<file path="config.mk">
export PLATFORM = sky130hd
export DESIGN_NAME = lane_scatter
export DESIGN_NICKNAME = d
export VERILOG_FILES = /design/src/rtl/lane_scatter.sv
export SDC_FILE = /design/constraint.sdc
export NUM_CORES = 1
export LEC_CHECK = 0
export ABC_AREA = 0
export CORE_ASPECT_RATIO = 1.25
export CORE_UTILIZATION = 45
export DETAILED_ROUTE_END_ITERATION = 10
export PLACE_DENSITY_LB_ADDON = 0.08
export SYNTH_ARGS = -nofsm -noshare
export SYNTH_HDL_FRONTEND = slang
export SYNTH_SLANG_ARGS = --single-unit
</file>
<file path="constraint.sdc">
create_clock -name clk -period 1.9 [get_ports clk]
set_clock_uncertainty 0.1 [all_clocks]
set_input_delay 0.19 -clock clk [delete_from_list [all_inputs] [get_ports clk]]
set_output_delay 0.19 -clock clk [all_outputs]
set_load 0.02 [all_outputs]
</file>
<file path="src/rtl/lane_scatter.sv">
// lane_scatter: steers a tagged word stream into seven lane registers (A..G)
// and presents them as one parallel frame once every lane holds fresh data.
module lane_scatter #(
  parameter int WIDTH = 8
) (
  input  logic             clk,
  input  logic             rst,
  input  logic [WIDTH-1:0] in_data,
  input  logic [2:0]       in_sel,
  input  logic             in_valid,
  output logic             in_ready,
  output logic [WIDTH-1:0] out_A,
  output logic [WIDTH-1:0] out_B,
  output logic [WIDTH-1:0] out_C,
  output logic [WIDTH-1:0] out_D,
  output logic [WIDTH-1:0] out_E,
  output logic [WIDTH-1:0] out_F,
  output logic [WIDTH-1:0] out_G,
  output logic [6:0]       load_mask,
  output logic             frame_valid,
  input  logic             frame_ready,
  output logic             dup_err,
  output logic [7:0]       frame_count
);

  logic [WIDTH-1:0] lane_q [7];
  logic [WIDTH-1:0] lane_d [7];
  logic [6:0]       mask_q, mask_d;
  logic             fv_q, fv_d;
  logic             dup_q, dup_d;
  logic [7:0]       cnt_q, cnt_d;
  logic             accept;

  // frame_valid doubles as the FILL/HOLD state; no input is taken while holding
  assign in_ready = ~fv_q;
  assign accept   = in_valid & ~fv_q;

  // Next-state: lane writes and mask update in FILL, frame handshake in HOLD
  always_comb begin
    lane_d = lane_q;
    mask_d = mask_q;
    fv_d   = fv_q;
    dup_d  = 1'b0;
    cnt_d  = cnt_q;
    if (fv_q) begin
      if (frame_ready) begin
        fv_d   = 1'b0;
        mask_d = '0;
        cnt_d  = cnt_q + 8'd1;
      end
    end else if (accept && (in_sel != 3'd0)) begin
      for (int i = 0; i < 7; i++) begin
        if (in_sel == 3'(i + 1)) begin
          lane_d[i] = in_data;
          mask_d[i] = 1'b1;
          // A second write to a fresh lane overwrites it but is flagged
          if (mask_q[i]) dup_d = 1'b1;
        end
      end
      if (mask_d == 7'h7F) fv_d = 1'b1;
    end
  end

  // State and lane registers; reset discards any partial or pending frame
  always_ff @(posedge clk) begin
    if (rst) begin
      for (int i = 0; i < 7; i++) lane_q[i] <= '0;
      mask_q <= '0;
      fv_q   <= 1'b0;
      dup_q  <= 1'b0;
      cnt_q  <= '0;
    end else begin
      for (int i = 0; i < 7; i++) lane_q[i] <= lane_d[i];
      mask_q <= mask_d;
      fv_q   <= fv_d;
      dup_q  <= dup_d;
      cnt_q  <= cnt_d;
    end
  end

  assign out_A       = lane_q[0];
  assign out_B       = lane_q[1];
  assign out_C       = lane_q[2];
  assign out_D       = lane_q[3];
  assign out_E       = lane_q[4];
  assign out_F       = lane_q[5];
  assign out_G       = lane_q[6];
  assign load_mask   = mask_q;
  assign frame_valid = fv_q;
  assign dup_err     = dup_q;
  assign frame_count = cnt_q;

endmodule

</file>
# Yosys cells after proc, flatten, opt, wreduce, memory -nomap -nowiden
# Index checks and enable logic that the tools add are counted.
[op_classes]
add_sub_neg = 1
n_eq_ne = 9
n_mux = 48
n_bitwise = 3
reduce_logical = 13
[ops]
columns = ["cell", "count"]
rows = [
  ["two-way mux 1 bit", 45],
  ["two-way mux 7 bit", 3],
  ["AND reduction 3 bit", 7],
  ["equality test 3 bit, second input constant", 4],
  ["adder 8 x 1 -> 8 bit, second input constant", 1],
  ["equality test 7 bit, second input constant", 1],
  ["equality test 3 x 2 -> 1 bit, second input constant", 2],
  ["AND reduction 2 bit", 2],
  ["equality test 3 x 1 -> 1 bit, second input constant", 1],
  ["nonzero test 3 bit", 1],
  ["OR reduction 3 bit", 1],
  ["inequality test 2 bit, second input constant", 1],
  ["NOT 1 bit", 2],
  ["nonzero test 2 bit", 1],
  ["AND 1 bit", 1],
  ["logical AND 1 bit", 1],
]
[word_totals]
regBits = 73
input_bits = 15
out_inout_bits = 74
word_cells = 85

# Longest topological paths before layout
[depth]
depth_word = 21
depth_mapped = 7
depth_no_buf = 5

# Least setup slack after synthesis
# OpenSTA, ideal clock, no wires.
[synth_path]
kind = "register to register"
startpoint = "register fv_q (netlist: frame_valid)"
endpoint = "register lane_q, in the netlist out_B[0]"
setup_time_ns = 0.128
arrival_ns = 1.472
t_required_ns = 1.672
slack_ns = 0.201
path_stages_with_launch = 7
period_less_slack_ns = 1.699
cell_sequence = "dfxtp_1 -> inv_1 -> nand3_2 -> or3_1 -> buf_2 -> mux2i_1 -> nor2_1"
[synth_between]
elab_chain_cells = 4
[synth_lines]
columns = ["element", "line_no", "text"]
rows = [
  ["start, declared", "29", "logic fv_q, fv_d;"],
  ["start signal, assigned", "75", "fv_q <= fv_d;"],
  ["NOT 1 bit (no line) *", "n/a", ""],
  ["net in_ready", "11", "output logic in_ready,"],
  ["AND 1 bit", "36", "assign accept = in_valid & ~fv_q;"],
  ["logical AND 1 bit", "51", "end else if (accept && (in_sel != 3'd0)) begin"],
  ["AND reduction 3 bit (no line) *", "n/a", ""],
  ["end, declared", "26", "logic [WIDTH-1:0] lane_q [7];"],
]
# The timed path passes the listed nets; every way through them passes the cells marked *.
# A chain may end at the register's enable or synchronous reset.

# Final worst setup path
[layout_path]
startpoint = "register mask_q[2] (netlist: load_mask[2])"
endpoint = "output port load_mask[2]"
[layout_lines]
columns = ["element", "line_no", "text"]
rows = [
  ["start, declared", "28", "logic [6:0] mask_q, mask_d;"],
  ["start signal, assigned", "74", "mask_q <= mask_d;"],
  ["end, declared", "19", "output logic [6:0] load_mask,"],
]
# No word-level cell between the ends.

==> flow_summary.html <==
<table>
<tr><th>Metric</th><th>Value</th></tr>
<tr><th colspan="2">Detailed routing</th></tr>
<tr><td>Met3 wire len</td><td>423 µm</td></tr>
<tr><td>Number of optimization iterations in the first detailed-route pass</td><td>4</td></tr>
<tr><td>Routed vias/inst</td><td>5.00</td></tr>
<tr><td>Met2 wire length</td><td>3610 µm</td></tr>
<tr><td>Final wirelength</td><td>7140 µm</td></tr>
<tr><td>Highest routing layer actually used</td><td>met4</td></tr>
<tr><td>WL per Instance</td><td>14.8 µm</td></tr>
<tr><td>Number of nets still failing antenna checks after routing</td><td>0</td></tr>
<tr><td>Wl on met1</td><td>3030 µm</td></tr>
<tr><td>Vias</td><td>2405</td></tr>
<tr><td>DRT iter0 DRCs</td><td>107</td></tr>
<tr><td>Drc violations</td><td>0</td></tr>
<tr><th colspan="2">Timing</th></tr>
<tr><td>FMAX</td><td>582 MHz</td></tr>
<tr><td>Pins Over Slew Limit</td><td>0</td></tr>
<tr><td>Setup-failing EPs final</td><td>0</td></tr>
<tr><td>Final Hold Vio Count</td><td>0</td></tr>
<tr><td>Post-route minimum period</td><td>1.72 ns</td></tr>
<tr><td>Worst max-slew margin expressed relative to the limit</td><td>0.671</td></tr>
<tr><td>Final clock period utilization by the worst path</td><td>0.904</td></tr>
<tr><td>Unrepaired setup endpoints after global routing</td><td>false</td></tr>
<tr><td>Worst Slack Setup Final</td><td>0.182 ns</td></tr>
<tr><td>Slew at the pin closest to its max-slew limit</td><td>0.493 ns</td></tr>
<tr><th colspan="2">CTS</th></tr>
<tr><td>Sink Count</td><td>73</td></tr>
<tr><td>CTS tree</td><td>built</td></tr>
<tr><td>Post-CTS setup buffer count</td><td>0</td></tr>
<tr><td>Clock H-tree levels</td><td>3</td></tr>
<tr><td>Cts bufs inserted</td><td>9</td></tr>
<tr><td>Root buffer cell</td><td>sky130_fd_sc_hd__clkbuf_8</td></tr>
<tr><td>Clock buffer depth</td><td>2</td></tr>
<tr><td>CTS Hold Buffers Added</td><td>0</td></tr>
<tr><td>Count of instances resized after the clock tree is built</td><td>0</td></tr>
<tr><td>Clock transition at path regs</td><td>0.08 ns</td></tr>
<tr><td>Worst-skew pair later-pin latency</td><td>0.35 ns</td></tr>
<tr><th colspan="2">Final layout</th></tr>
<tr><td>Number of standard cells in the final layout excluding fillers</td><td>481</td></tr>
<tr><td>Total number of nets in the final design</td><td>410</td></tr>
<tr><td>Final Cell Area</td><td>4110 µm²</td></tr>
<tr><td>Area grow syn2layout</td><td>46.2%</td></tr>
<tr><td># diodes</td><td>0</td></tr>
<tr><td>Share of post-route cells with drive strength above 1</td><td>0.110</td></tr>
<tr><th colspan="2">Critical path</th></tr>
<tr><td>Maximum single-stage delay on the critical path</td><td>0.65 ns</td></tr>
<tr><td>Number of gates on the worst path with buffers counted</td><td>1</td></tr>
<tr><td>Capturing element type of the critical path</td><td>output port</td></tr>
<tr><td>Required @ worst endpoint</td><td>1.61 ns</td></tr>
<tr><td>Destination of the critical timing path</td><td>load_mask[2]</td></tr>
<tr><td>Top cell family by delay on the critical path</td><td>buffers and inverters</td></tr>
<tr><td>Beginning of the critical path</td><td>load_mask[2]$_SDFFE_PP0P_</td></tr>
<tr><td>Critical path class</td><td>reg -&gt; out</td></tr>
<tr><td>Critical path cell sequence</td><td>clkdlybuf4s50_1</td></tr>
<tr><td>Cell with the biggest individual delay on the critical path</td><td>sky130_fd_sc_hd__clkdlybuf4s50_1</td></tr>
<tr><td>Worst Reg-to-Reg Cells</td><td>4</td></tr>
<tr><td>Startpoint of the worst-slack reg-to-reg timing path</td><td>frame_valid$_SDFF_PP0_</td></tr>
<tr><td>Largest fanout of any net on the critical path</td><td>5</td></tr>
<tr><td>Arrival time of the worst setup path</td><td>1.43 ns</td></tr>
<tr><td>Worst r2r dst</td><td>frame_valid$_SDFF_PP0_</td></tr>
<tr><td>Worst path buffer plus inverter count</td><td>1</td></tr>
<tr><td>Slack of the worst reg-to-reg path</td><td>0.35 ns</td></tr>
<tr><td>Crit path launch type</td><td>flop</td></tr>
<tr><th colspan="2">Die</th></tr>
<tr><td>Placeable core region</td><td>5900 µm²</td></tr>
<tr><td>Y dimension of the die</td><td>90.4 µm</td></tr>
<tr><td>Row count</td><td>31</td></tr>
<tr><td>Starting density of the core</td><td>0.477</td></tr>
<tr><td>Total die area</td><td>6570 µm²</td></tr>
<tr><td>Die span in x</td><td>72.7 µm</td></tr>
<tr><td>Count of pins on the block boundary</td><td>89</td></tr>
<tr><th colspan="2">Pwr</th></tr>
<tr><td>Cell area power density</td><td>789 nW/µm²</td></tr>
<tr><td>Highest ir drop seen on vdd</td><td>776 µV</td></tr>
<tr><td>Leakage dissipation</td><td>1.51 nW</td></tr>
<tr><th colspan="2">Synth</th></tr>
<tr><td>Netlist area before placement</td><td>2810 µm²</td></tr>
<tr><td>Number of flops mapped to enable cells by yosys</td><td>0</td></tr>
<tr><td>Syn Nets</td><td>310</td></tr>
<tr><td>Cell taking the most area after synthesis</td><td>sky130_fd_sc_hd__dfxtp_1</td></tr>
<tr><td>Asr flop ratio synth</td><td>0</td></tr>
<tr><td>Number of distinct standard cells referenced by the synthesized netlist</td><td>41</td></tr>
<tr><td>Total number of yosys warnings</td><td>0</td></tr>
<tr><td>Synthesized instance count</td><td>294</td></tr>
<tr><td>Area fraction of the dominant cell type after synthesis</td><td>0.520</td></tr>
<tr><td>Synth top area cells</td><td>sky130_fd_sc_hd__dfxtp_1 (52%), sky130_fd_sc_hd__mux2i_1 (14%), sky130_fd_sc_hd__nor2_1 (6.7%)</td></tr>
<tr><td>Synth Flop Type</td><td>sky130_fd_sc_hd__dfxtp_1</td></tr>
<tr><td>Most frequent cell after synthesis</td><td>sky130_fd_sc_hd__dfxtp_1</td></tr>
<tr><td>Average cell area after synthesis</td><td>9.56 µm²</td></tr>
<tr><td>Number of flip-flops and latches in the synthesized netlist</td><td>73</td></tr>
<tr><td>Most common library cells after synthesis</td><td>sky130_fd_sc_hd__dfxtp_1 (73), sky130_fd_sc_hd__nor2_1 (50), sky130_fd_sc_hd__mux2i_1 (40)</td></tr>
<tr><td>Sequential fraction of the synthesis area</td><td>0.520</td></tr>
<tr><th colspan="2">Place</th></tr>
<tr><td>GP Congestion</td><td>0.843</td></tr>
<tr><td>Cells after DPL</td><td>465</td></tr>
<tr><td>Setup slack after placement</td><td>-0.0828 ns</td></tr>
<tr><td>PortBufs</td><td>88</td></tr>
<tr><td>Cell area reported after detailed placement</td><td>3890 µm²</td></tr>
<tr><td>HPWL after detailed placement</td><td>4990 µm</td></tr>
<tr><th colspan="2">Min path</th></tr>
<tr><td>Type of the most critical hold path</td><td>in -&gt; reg</td></tr>
<tr><th colspan="2">GRT</th></tr>
<tr><td>Global-route wire length before repair</td><td>11700 µm</td></tr>
<tr><td>Global route overflow</td><td>0</td></tr>
<tr><td>Via count of the first global-routing pass</td><td>2411</td></tr>
<tr><td>Largest net degree at the start of global routing</td><td>48</td></tr>
<tr><td>Initial antenna violation count</td><td>0</td></tr>
<tr><td>Overall routing resource usage</td><td>0.234</td></tr>
<tr><th colspan="2">Outcome</th></tr>
<tr><td>Result of the run</td><td>finished clean</td></tr>
<tr><th colspan="2">Run</th></tr>
<tr><td>MaxCap Viol Count</td><td>0</td></tr>
</table>
==> kinds of logic after synthesis <==
kind of cell,count (synthesis),share of synthesized area
buffers and inverters,19,0.0325
adder cells (fa/ha/maj),1,0.00445
XOR/XNOR,5,0.0156
AO/OA/AOI/OAI,39,0.0774
flip-flops,73,0.520
multiplexers,42,0.154
AND/OR/NAND/NOR,115,0.196
==> through the flow <==
step	total power [mW]	setup TNS [ns]	utilization	hold slack (ns)
2_1_floorplan	1.78	0	-	0.234
3_3_place_gp	1.94	-0.969	0.660	0.343
3_5_place_dp	1.94	-1.03	0.660	0.347
4_1_cts	3.27	0	0.697	0.185
5_1_grt	3.37	0	0.697	0.209
6_report	3.24	0	0.697	0.184
==> power by group <==
group | internal, mW | total (mW) | switching, mW
Combinational | 0.149 | 0.325 | 0.177
Clock | 0.747 | 1.34 | 0.590
Sequential | 1.56 | 1.58 | 0.0219
Total | 2.46 | 3.24 | 0.788
==> layout make-up <==
type	count	area [µm²]
Multi-Input combinational cell	202	1260
Timing Repair Buffer	105	1050
Sequential cell	73	1460
Clock inverter	6	91.3
Clock buffer	10	128
Fill cell	489	1780
Tap cell	82	103
Inverter	3	11.3
==> sequential cells by signal, summed over array words and instances, names as in the netlist <==
register / count
out_D: 8
load_mask: 7
out_E: 8
out_G: 8
out_F: 8
dup_err: 1
frame_valid: 1
frame_count: 8
out_B: 8
out_A: 8
out_C: 8
==> layer usage <==
metal | global-route usage | vias up
li1 | - | 1205
met1 | 0.272 | 1121
met2 | 0.400 | 71
met3 | 0.0781 | 8
met4 | 0.0703 | 0
met5 | 0 | -
==> placed cells by master, fill, tap and decap left out, types with 3 or more instances in the layout <==
master                            count
sky130_fd_sc_hd__clkdlybuf4s50_1     87
sky130_fd_sc_hd__dfxtp_1             73
sky130_fd_sc_hd__nor2_1              50
sky130_fd_sc_hd__mux2i_1             40
sky130_fd_sc_hd__a21oi_1             28
sky130_fd_sc_hd__nand2_1             27
sky130_fd_sc_hd__nand3_1             16
sky130_fd_sc_hd__buf_4               13
sky130_fd_sc_hd__clkbuf_8             9
sky130_fd_sc_hd__xor2_1               4
sky130_fd_sc_hd__buf_12               4
sky130_fd_sc_hd__nand4_1              3
sky130_fd_sc_hd__o21ai_0              3
sky130_fd_sc_hd__or3_1                3
sky130_fd_sc_hd__a32oi_1              3
==> worst min path at each step <==
stage	cells after the start	to	slack (ns)	from
after CTS	2	out_B[1]$_SDFFE_PP0P_	0.19	rst
final	2	frame_count[6]$_SDFFE_PP0P_	0.18	rst
after floorplan	2	out_B[0]$_SDFFE_PP0P_	0.23	in_data[0]
after global placement	2	out_A[3]$_SDFFE_PP0P_	0.34	out_A[3]$_SDFFE_PP0P_
after detailed placement	2	out_A[5]$_SDFFE_PP0P_	0.35	out_A[5]$_SDFFE_PP0P_
after global routing	2	out_F[2]$_SDFFE_PP0P_	0.21	rst
Power figures use the tool's default switching activity.
